==> config.mk <==
export PLATFORM = sky130hd
export DESIGN_NAME = video_mixer_sl
export DESIGN_NICKNAME = d
export VERILOG_FILES = /design/src/rtl/video_mixer_sl.sv
export SDC_FILE = /design/constraint.sdc
export NUM_CORES = 1
export LEC_CHECK = 0
export CAP_MARGIN = 20
export CORE_MARGIN = 2
export CORE_UTILIZATION = 57
export CTS_CLUSTER_DIAMETER = 200
export DETAILED_ROUTE_END_ITERATION = 10
export PLACE_DENSITY_LB_ADDON = 0.1
export SLEW_MARGIN = 30
export SYNTH_ARGS = -nofsm -noshare
export SYNTH_HDL_FRONTEND = slang
export SYNTH_SLANG_ARGS = --single-unit
==> constraint.sdc <==
create_clock -name CLK_VIDEO -period 3.4 [get_ports CLK_VIDEO]
set_input_delay 0.68 -clock CLK_VIDEO [delete_from_list [all_inputs] [get_ports CLK_VIDEO]]
set_output_delay 0.68 -clock CLK_VIDEO [all_outputs]
set_load 0.01 [all_outputs]
==> src/rtl/video_mixer_sl.sv <==
// video_mixer_sl: native-path output mixer. Expands IN_BITS colour to 8 bits,
// applies optional scanline darkening on alternate lines, forces black on
// freeze, regenerates the pixel enable and builds DE from the blank inputs.

// Per-colour lane: expansion, freeze blanking, stage-1 register, scanline
// scaling and the CE_PIXEL-qualified output register.
module video_mixer_sl_lane #(
  parameter int IN_BITS = 8
) (
  input  logic               clk,
  input  logic               reset,
  input  logic               frz,
  input  logic               ce_out,
  input  logic               darken,
  input  logic [1:0]         mode,
  input  logic [IN_BITS-1:0] din,
  output logic [7:0]         dout
);
  logic [7:0] expd;
  logic [7:0] s1;
  logic [7:0] slv;

  // MSB-first replication of the input component, truncated to 8 bits
  for (genvar k = 0; k < 8; k++) begin : g_exp
    assign expd[7-k] = din[IN_BITS-1-(k % IN_BITS)];
  end

  // Stage 1: register expanded colour, black while frozen
  always_ff @(posedge clk) begin
    if (reset) s1 <= '0;
    else       s1 <= frz ? 8'h00 : expd;
  end

  // Scanline level: 75 %, 50 % or 25 % of the stage-1 value
  always_comb begin
    slv = s1;
    if (darken) begin
      case (mode)
        2'd1:    slv = s1 - {2'b00, s1[7:2]};
        2'd2:    slv = {1'b0, s1[7:1]};
        2'd3:    slv = {2'b00, s1[7:2]};
        default: slv = s1;
      endcase
    end
  end

  // Output register advances only on the regenerated pixel enable
  always_ff @(posedge clk) begin
    if (reset)       dout <= '0;
    else if (ce_out) dout <= slv;
  end
endmodule

module video_mixer_sl #(
  parameter int   IN_BITS          = 8,
  parameter logic SL_DEFAULT_PHASE = 1'b0
) (
  input  logic               CLK_VIDEO,
  input  logic               reset,
  input  logic               ce_pix,
  input  logic [IN_BITS-1:0] R,
  input  logic [IN_BITS-1:0] G,
  input  logic [IN_BITS-1:0] B,
  input  logic               HSync,
  input  logic               VSync,
  input  logic               HBlank,
  input  logic               VBlank,
  input  logic               freeze,
  input  logic [1:0]         scanlines,
  input  logic               sl_phase_sel,
  output logic               CE_PIXEL,
  output logic [7:0]         VGA_R,
  output logic [7:0]         VGA_G,
  output logic [7:0]         VGA_B,
  output logic               VGA_HS,
  output logic               VGA_VS,
  output logic               VGA_DE,
  output logic               line_odd,
  output logic               ce_is_clock
);
  localparam int LANES = 3;

  logic [1:0] frz_pipe;
  logic       frz;
  logic       hde, vde, hs, vs;
  logic       vs_d;
  logic       old_ce, ce_osc;
  logic       old_hs, old_vs2, old_hde;
  logic       darken;

  logic [LANES-1:0][IN_BITS-1:0] pix_in;
  logic [LANES-1:0][7:0]         pix_out;

  assign frz    = frz_pipe[1];
  assign pix_in = {R, G, B};
  assign darken = (scanlines != 2'd0) && (line_odd == (SL_DEFAULT_PHASE ^ sl_phase_sel));

  // Two-flop synchroniser for the asynchronous freeze request
  always_ff @(posedge CLK_VIDEO) begin
    if (reset) frz_pipe <= '0;
    else       frz_pipe <= {frz_pipe[0], freeze};
  end

  // Stage 1 sync/blank capture, every clock
  always_ff @(posedge CLK_VIDEO) begin
    if (reset) begin
      hde <= 1'b0;
      vde <= 1'b0;
      hs  <= 1'b0;
      vs  <= 1'b0;
    end else begin
      hde <= ~HBlank;
      vde <= ~VBlank;
      hs  <= HSync;
      vs  <= VSync;
    end
  end

  // ce_pix classification per frame and CE_PIXEL regeneration; a VS edge
  // latches the oscillation flag and restarts detection for the next frame
  always_ff @(posedge CLK_VIDEO) begin
    if (reset) begin
      old_ce      <= 1'b0;
      ce_osc      <= 1'b0;
      ce_is_clock <= 1'b0;
      vs_d        <= 1'b0;
      CE_PIXEL    <= 1'b0;
    end else begin
      old_ce <= ce_pix;
      vs_d   <= vs;
      if (vs & ~vs_d) begin
        ce_is_clock <= ce_osc;
        ce_osc      <= 1'b0;
      end else if (old_ce ^ ce_pix) begin
        ce_osc <= 1'b1;
      end
      CE_PIXEL <= ce_is_clock ? (~old_ce & ce_pix) : ce_pix;
    end
  end

  // Output syncs, line parity and DE; DE only moves on horizontal blank edges
  always_ff @(posedge CLK_VIDEO) begin
    if (reset) begin
      old_hs   <= 1'b0;
      old_vs2  <= 1'b0;
      old_hde  <= 1'b0;
      VGA_HS   <= 1'b0;
      VGA_VS   <= 1'b0;
      VGA_DE   <= 1'b0;
      line_odd <= 1'b0;
    end else if (CE_PIXEL) begin
      old_hs  <= hs;
      old_vs2 <= vs;
      old_hde <= hde;
      VGA_HS  <= hs;
      VGA_VS  <= vs;
      if (vs & ~old_vs2)     line_odd <= 1'b0;
      else if (hs & ~old_hs) line_odd <= ~line_odd;
      if (old_hde ^ hde)     VGA_DE   <= vde & hde;
    end
  end

  for (genvar l = 0; l < LANES; l++) begin : g_lane
    video_mixer_sl_lane #(.IN_BITS(IN_BITS)) u_lane (
      .clk    (CLK_VIDEO),
      .reset  (reset),
      .frz    (frz),
      .ce_out (CE_PIXEL),
      .darken (darken),
      .mode   (scanlines),
      .din    (pix_in[l]),
      .dout   (pix_out[l])
    );
  end

  assign VGA_R = pix_out[2];
  assign VGA_G = pix_out[1];
  assign VGA_B = pix_out[0];
endmodule

Word-level counts from Yosys, hierarchy flattened

Index checks and enable logic that the tools add are counted.

Add/subtract/negate cells: 3
Bitwise operators: 14
Equality and inequality tests: 4
Reductions and logical operators: 7
Muxes and demuxes: 9

Operators with widths:

| cell                 | number |
|---|---|
| $pmux W8 S3          | 3 |
| $mux W8              | 3 |
| $sub A8 B6 Y8        | 3 |
| $not A1 Y1           | 7 |
| $and A1 B1 Y1        | 5 |
| $eq A2 B2 Y1 const B | 2 |
| $reduce_and A2 Y1    | 2 |
| $reduce_bool A2 Y1   | 2 |
| $reduce_or A2 Y1     | 2 |
| $mux W1              | 3 |
| $eq A2 B1 Y1 const B | 1 |
| $xor A1 B1 Y1        | 2 |
| $eq A1 B1 Y1         | 1 |
| $logic_and A1 B1 Y1  | 1 |

Input bits: 35
Logic and storage cells: 58
Register bits after elaboration: 64
Output and inout port bits: 30

Depth between registers and ports, before layout

Word-level depth: 4
Gate-level depth with buffers: 9
Depth with buffers taken out: 9

Cells and area by module

A second synthesis with hierarchy kept.

Cell total of the unflattened synthesis: 446
Area, all modules: 3,721.1 sq um

By module, submodules not included:

| module                                      | seq. area each (sq um) | area an instance (sq um) | cells an instance | instances |
|---|---|---|---|---|
| video_mixer_sl_lane at g_lane[0].u_lane ... | 320.3                  | 1,044.8                  | 130               | 2 |
| video_mixer_sl_lane at g_lane[2].u_lane     | 320.3                  | 1,042.2                  | 129               | 1 |
| video_mixer_sl                              | 320.3                  | 589.3                    | 57                | 1 |

Worst setup path after synthesis

No wires, ideal clock.

Kind: register -> register
Start point: register g_lane[2].u_lane.s1[2]
End point: register g_lane[2].u_lane.dout[4]
Stages on the path, launching flop included: 9
Setup time: 0.138 ns
Data required time: 3.262 ns
Setup slack: 1.536 ns
Arrival time: 1.726 ns
Period minus slack after synthesis: 1.864 ns
Buffers on the path: 0
Cells stage by stage: dfxtp_1 > ha_1 > inv_1 > fa_1 > a211oi_1 > nor2_1 > xor2_1 > a21oi_1 > o221ai_1

Cells in the longest elaborated chain, start to end: 3

Ends and longest elaborated chain:

| element                | line | text |
|---|---|---|
| from (decl)            | 20   | `logic [7:0] s1;` |
| from (signal assigned) | 31   | `else s1 <= frz ? 8'h00 : expd;` |
| $sub A8 B6 Y8          | 39   | `2'd1: slv = s1 - {2'b00, s1[7:2]};` |
| $pmux W8 S3            | 38   | `case (mode)` |
| $mux W8                | 37   | `if (darken) begin` |
| to (signal assigned)   | 50   | `else if (ce_out) dout <= slv;` |
| to (decl)              | 17   | `output logic [7:0] dout` |

No other way between the ends.
A chain may end at the register's enable or synchronous reset.

Final worst setup path

Start point: input scanlines[1]
End point: register g_lane[1].u_lane.dout[5]

Cells in the longest elaborated chain, start to end: 3
Elaborated cells between the ends (all ways): 7
Those cells by class: 3 x eq/ne; 2 x mux; 2 x reduce/logical

Ends and longest elaborated chain:

| element                                            | line   | text |
|---|---|---|
| from (decl)                                        | 69     | `input logic [1:0] scanlines,` |
| $eq A2 B2 Y1, or another cell as far along         | 38     |  |
| $pmux W8 S3 or $logic_and A1 B1 Y1 (tied branches) | 38, 96 |  |
| $mux W8 (*)                                        | 37     |  |
| to (signal assigned)                               | 50     |  |
| to (decl)                                          | 17     |  |

Every way passes the cells marked *; elsewhere a longest branch is shown, timed or not.

==> summary.md <==
| Metric | Value |
|---|---|
| Status | complete, no violations |
| Non-Filler Instances | 563 |
| Tcrit/Tclk final | 73.6% |
| Synth async-reset ratio | 0% |
| Fill cells | 480 |
| Post-cts hold buffer count | 0 |
| Clock tree buffer depth | 2 |
| Nets@finish | 540 |
| Yosys Warn Count | 0 |
| Slew headroom | 45.1% |
| Post-CTS resize count | 0 |
| Initial antenna violation count | 0 |
| Hold WC Path Type | reg2reg |
| Max FO, Critical Path | 12 |
| Die footprint | 6790 um^2 |
| Post-Syn Area | 3500 um^2 |
| # DRC | 0 |
| DR WL met2 | 4070 um |
| CP Launch Point | scanlines[1] |
| Worst-case reg-to-reg path depth | 8 |
| CP Data Arrival Time | 2.71 ns |
| Final wirelength | 8520 um |
| Via Count | 3,219 |
| Syn Nets | 479 |
| Max VDD drop | 0.256 mV |
| M1 WL | 3730 um |
| Core box area | 5920 um^2 |
| P per Cell Area | 434 nW/um^2 |
| WL met3 | 550 um |
| Area of the multi-input gates | 1980 um^2 |
| Minimum clock period | 2.50 ns |
| Flip-flop and latch count after synthesis | 64 |
| Max-slew violations | 0 |
| Logic pwr share | 22.8% |
| CTS H-tree lvls | 3 |
| Reg clk slew, reported paths | 0.07 ns |
| Rows | 28 |
| Largest net degree at the start of global routing | 30 |
| HPWL after DPL | 6210 um |
| Clock sink count | 64 |
| Routed Antenna Nets | 0 |
| R2R Path Start | g_lane[2].u_lane.s1[2] |
| I/O pins | 65 |
| Synth cell count leaders | 64 x dfxtp_1, 47 x nand2_1, 41 x nor2_1 |
| Top cells by area, synth | dfxtp_1 37%, ha_1 6.8%, nand2_1 5.0% |
| Max Clock Skew | 0.00642 ns |
| Wire length per cell | 15.1 um |
| Synth top area share | 36.6% |
| CTS Buf Count | 9 |
| Die Width | 82.4 um |
| Die Ht | 82.4 um |
| Root buf cell | clkbuf_8 |
| Worst Max-Slew Pin Slew | 0.821 ns |
| Lkg Pwr | 1.70 nW |
| Number of enable flip-flop cells after synthesis | 0 |
| Initial Util | 59.2% |
| Fmax | 399 MHz |
| Sw power | 0.000564 W |
| Count leader, synth | dfxtp_1 |
| GPL Wtd Cong | 0.892 |
| GR Overflow Total | 0 |
| Worst skew pair latency | 0.33 ns |
| Worst hold stages | 1 |
| Synth area leader | dfxtp_1 |
| Setup TNS | 0 ns |
| MaxCap Viol Count | 0 |
| Final setup viols | 0 |
| RSZ-0062 raised after global routing | false |
| Clock share of power | 33.5% |
| Sw frac | 29.7% |
| Startpoint types | primary input |
| Hold Startpoint | frz_pipe[0] |
| Post-synthesis sequential area ratio | 36.6% |
| Ys flop type | dfxtp_1 |
| Placed cell areas | 4190 um^2 |
| Ant diodes | 0 |
| Total area of sequential cells | 1280 um^2 |
| Starting DRT DRC Count | 183 |
| Syn avg cell area | 8.30 um^2 |
| CTS tree | yes |
| CP Class | in2reg |
| Sequential cell fraction of total power | 43.7% |
| Vias/cell | 5.72 |
| Design area | 4380 um^2 |
| Hold Fails Final Rpt | 0 |
| TritonRoute pass-1 iters | 5 |
| Layout cells sized above 1 | 7.17% |
| Setup repair bufs after CTS | 0 |
| Crit end category | register |
| Vias in the first global route | 2,988 |
| Gate count of the mapped netlist | 422 |
| CP required | 3.61 ns |
| Port Buffer Count | 64 |
| Cells after DPL | 547 |
| Pint | 0.00134 W |
| Post-synthesis cell type count | 42 |
| GRT Util Overall | 27.0% |
| Area Growth Syn to Fin | 25.1% |
| Top Layer Used | met4 |
| First-pass GRT wire length | 14,100 um |
==> cell usage in the layout, fill, tap and decap left out, types with 2 or more instances in the layout <==
| cell type | count |
|---|---|
| o22ai_1 | 3 |
| a31oi_1 | 3 |
| o221ai_1 | 3 |
| inv_1 | 34 |
| or3_1 | 3 |
| o2111ai_1 | 3 |
| clkbuf_8 | 9 |
| fa_1 | 3 |
| a21o_1 | 3 |
| or4_1 | 3 |
| nand2_1 | 47 |
| a211oi_1 | 6 |
| a221oi_1 | 6 |
| clkinvlp_4 | 2 |
| xor2_1 | 6 |
| and3_1 | 2 |
| clkdlybuf4s50_1 | 64 |
| mux2i_1 | 5 |
| a21oi_1 | 24 |
| xnor2_1 | 9 |
| a22o_1 | 5 |
| dfxtp_1 | 64 |
| o32ai_1 | 9 |
| mux2_2 | 3 |
| o21ai_1 | 2 |
| o211ai_1 | 6 |
| a21oi_2 | 2 |
| ha_1 | 19 |
| nor2_1 | 40 |
| buf_4 | 9 |
| nor2b_1 | 11 |
| a2111oi_2 | 3 |
| clkinv_2 | 3 |
| and2_1 | 25 |
| o31ai_1 | 3 |
| nand2b_1 | 8 |
| o21ai_0 | 27 |
| a211o_1 | 3 |
==> critical path: stages <==
cell and delay (ns):
clkdlybuf4s50_1 0.71, nor2b_1 0.72, a22oi_1 0.18, nand2b_1 0.18, a31oi_1 0.13, o32ai_1 0.10
==> power by group through the flow <==
stage,sequential [W],clock [W],combinational [W]
6_report,0.000831,0.000637,0.000433
5_1_grt,0.000836,0.000678,0.000484
4_1_cts,0.000831,0.000643,0.000433
3_5_place_dp,0.000848,0,0.000429
3_3_place_gp,0.000847,0,0.000422
2_1_floorplan,0.000846,0,0.000279
==> cells by family after synthesis <==
| logic type | Yosys count | synth area share [%] |
|---|---|---|
| buffers and inverters | 57 | 6.86 |
| muxes | 8 | 2.39 |
| DFF | 64 | 36.6 |
| adders and majority gates | 22 | 8.50 |
| AOI/OAI and AO/OA | 113 | 22.2 |
| xor gates and xnor gates | 16 | 4.22 |
| and+or+nand+nor | 142 | 19.3 |
==> area by class of cell <==
cell class                      instances  area share (%)
Sequential cell                        64            29.2
Timing Repair Buffer                   73            16.2
Clock buffer                           10            2.91
Tap cell                               75            2.14
Multi-Input combinational cell        301            45.3
Inverter                               34            2.91
Clock inverter                          6            1.37
==> state kept, by name (all words and copies together), names as in the netlist <==
| register | count |
|---|---|
| vde | 1 |
| old_ce | 1 |
| g_lane.u_lane.s1 | 24 |
| hde | 1 |
| old_vs2 | 1 |
| frz_pipe | 2 |
| VGA_DE | 1 |
| ce_osc | 1 |
| old_hde | 1 |
| hs | 1 |
| old_hs | 1 |
| ce_is_clock | 1 |
| CE_PIXEL | 1 |
| vs | 1 |
| vs_d | 1 |
| line_odd | 1 |
| g_lane.u_lane.dout | 24 |
==> stage by stage <==
step	hold WS (ns)	utilization (%)	setup WS [ns]	power, W
global route	0.459	74.0	0.849	0.00200
global placement	0.416	70.8	0.685	0.00127
finish	0.438	74.0	0.896	0.00190
CTS	0.446	74.0	0.993	0.00191
detailed placement	0.429	70.8	0.643	0.00128
floorplan	0.414	-	1.54	0.00112
==> final timing paths <==
| path | end | slack, ns |
|---|---|---|
| setup reg to reg | g_lane[2].u_lane.dout[4] | 1.25 |
| hold / removal | frz_pipe[1] | 0.44 |
| hold reg to reg | frz_pipe[1] | 0.44 |
| setup / recovery | g_lane[1].u_lane.dout[5] | 0.90 |
==> layer usage <==
| layer | vias up | global-route usage, % |
|---|---|---|
| li1 | 1583 | - |
| met1 | 1479 | 35.4 |
| met2 | 136 | 43.8 |
| met3 | 21 | 4.78 |
| met4 | 0 | 11.0 |
| met5 | - | 0 |
(Power assumes the default switching activity.)
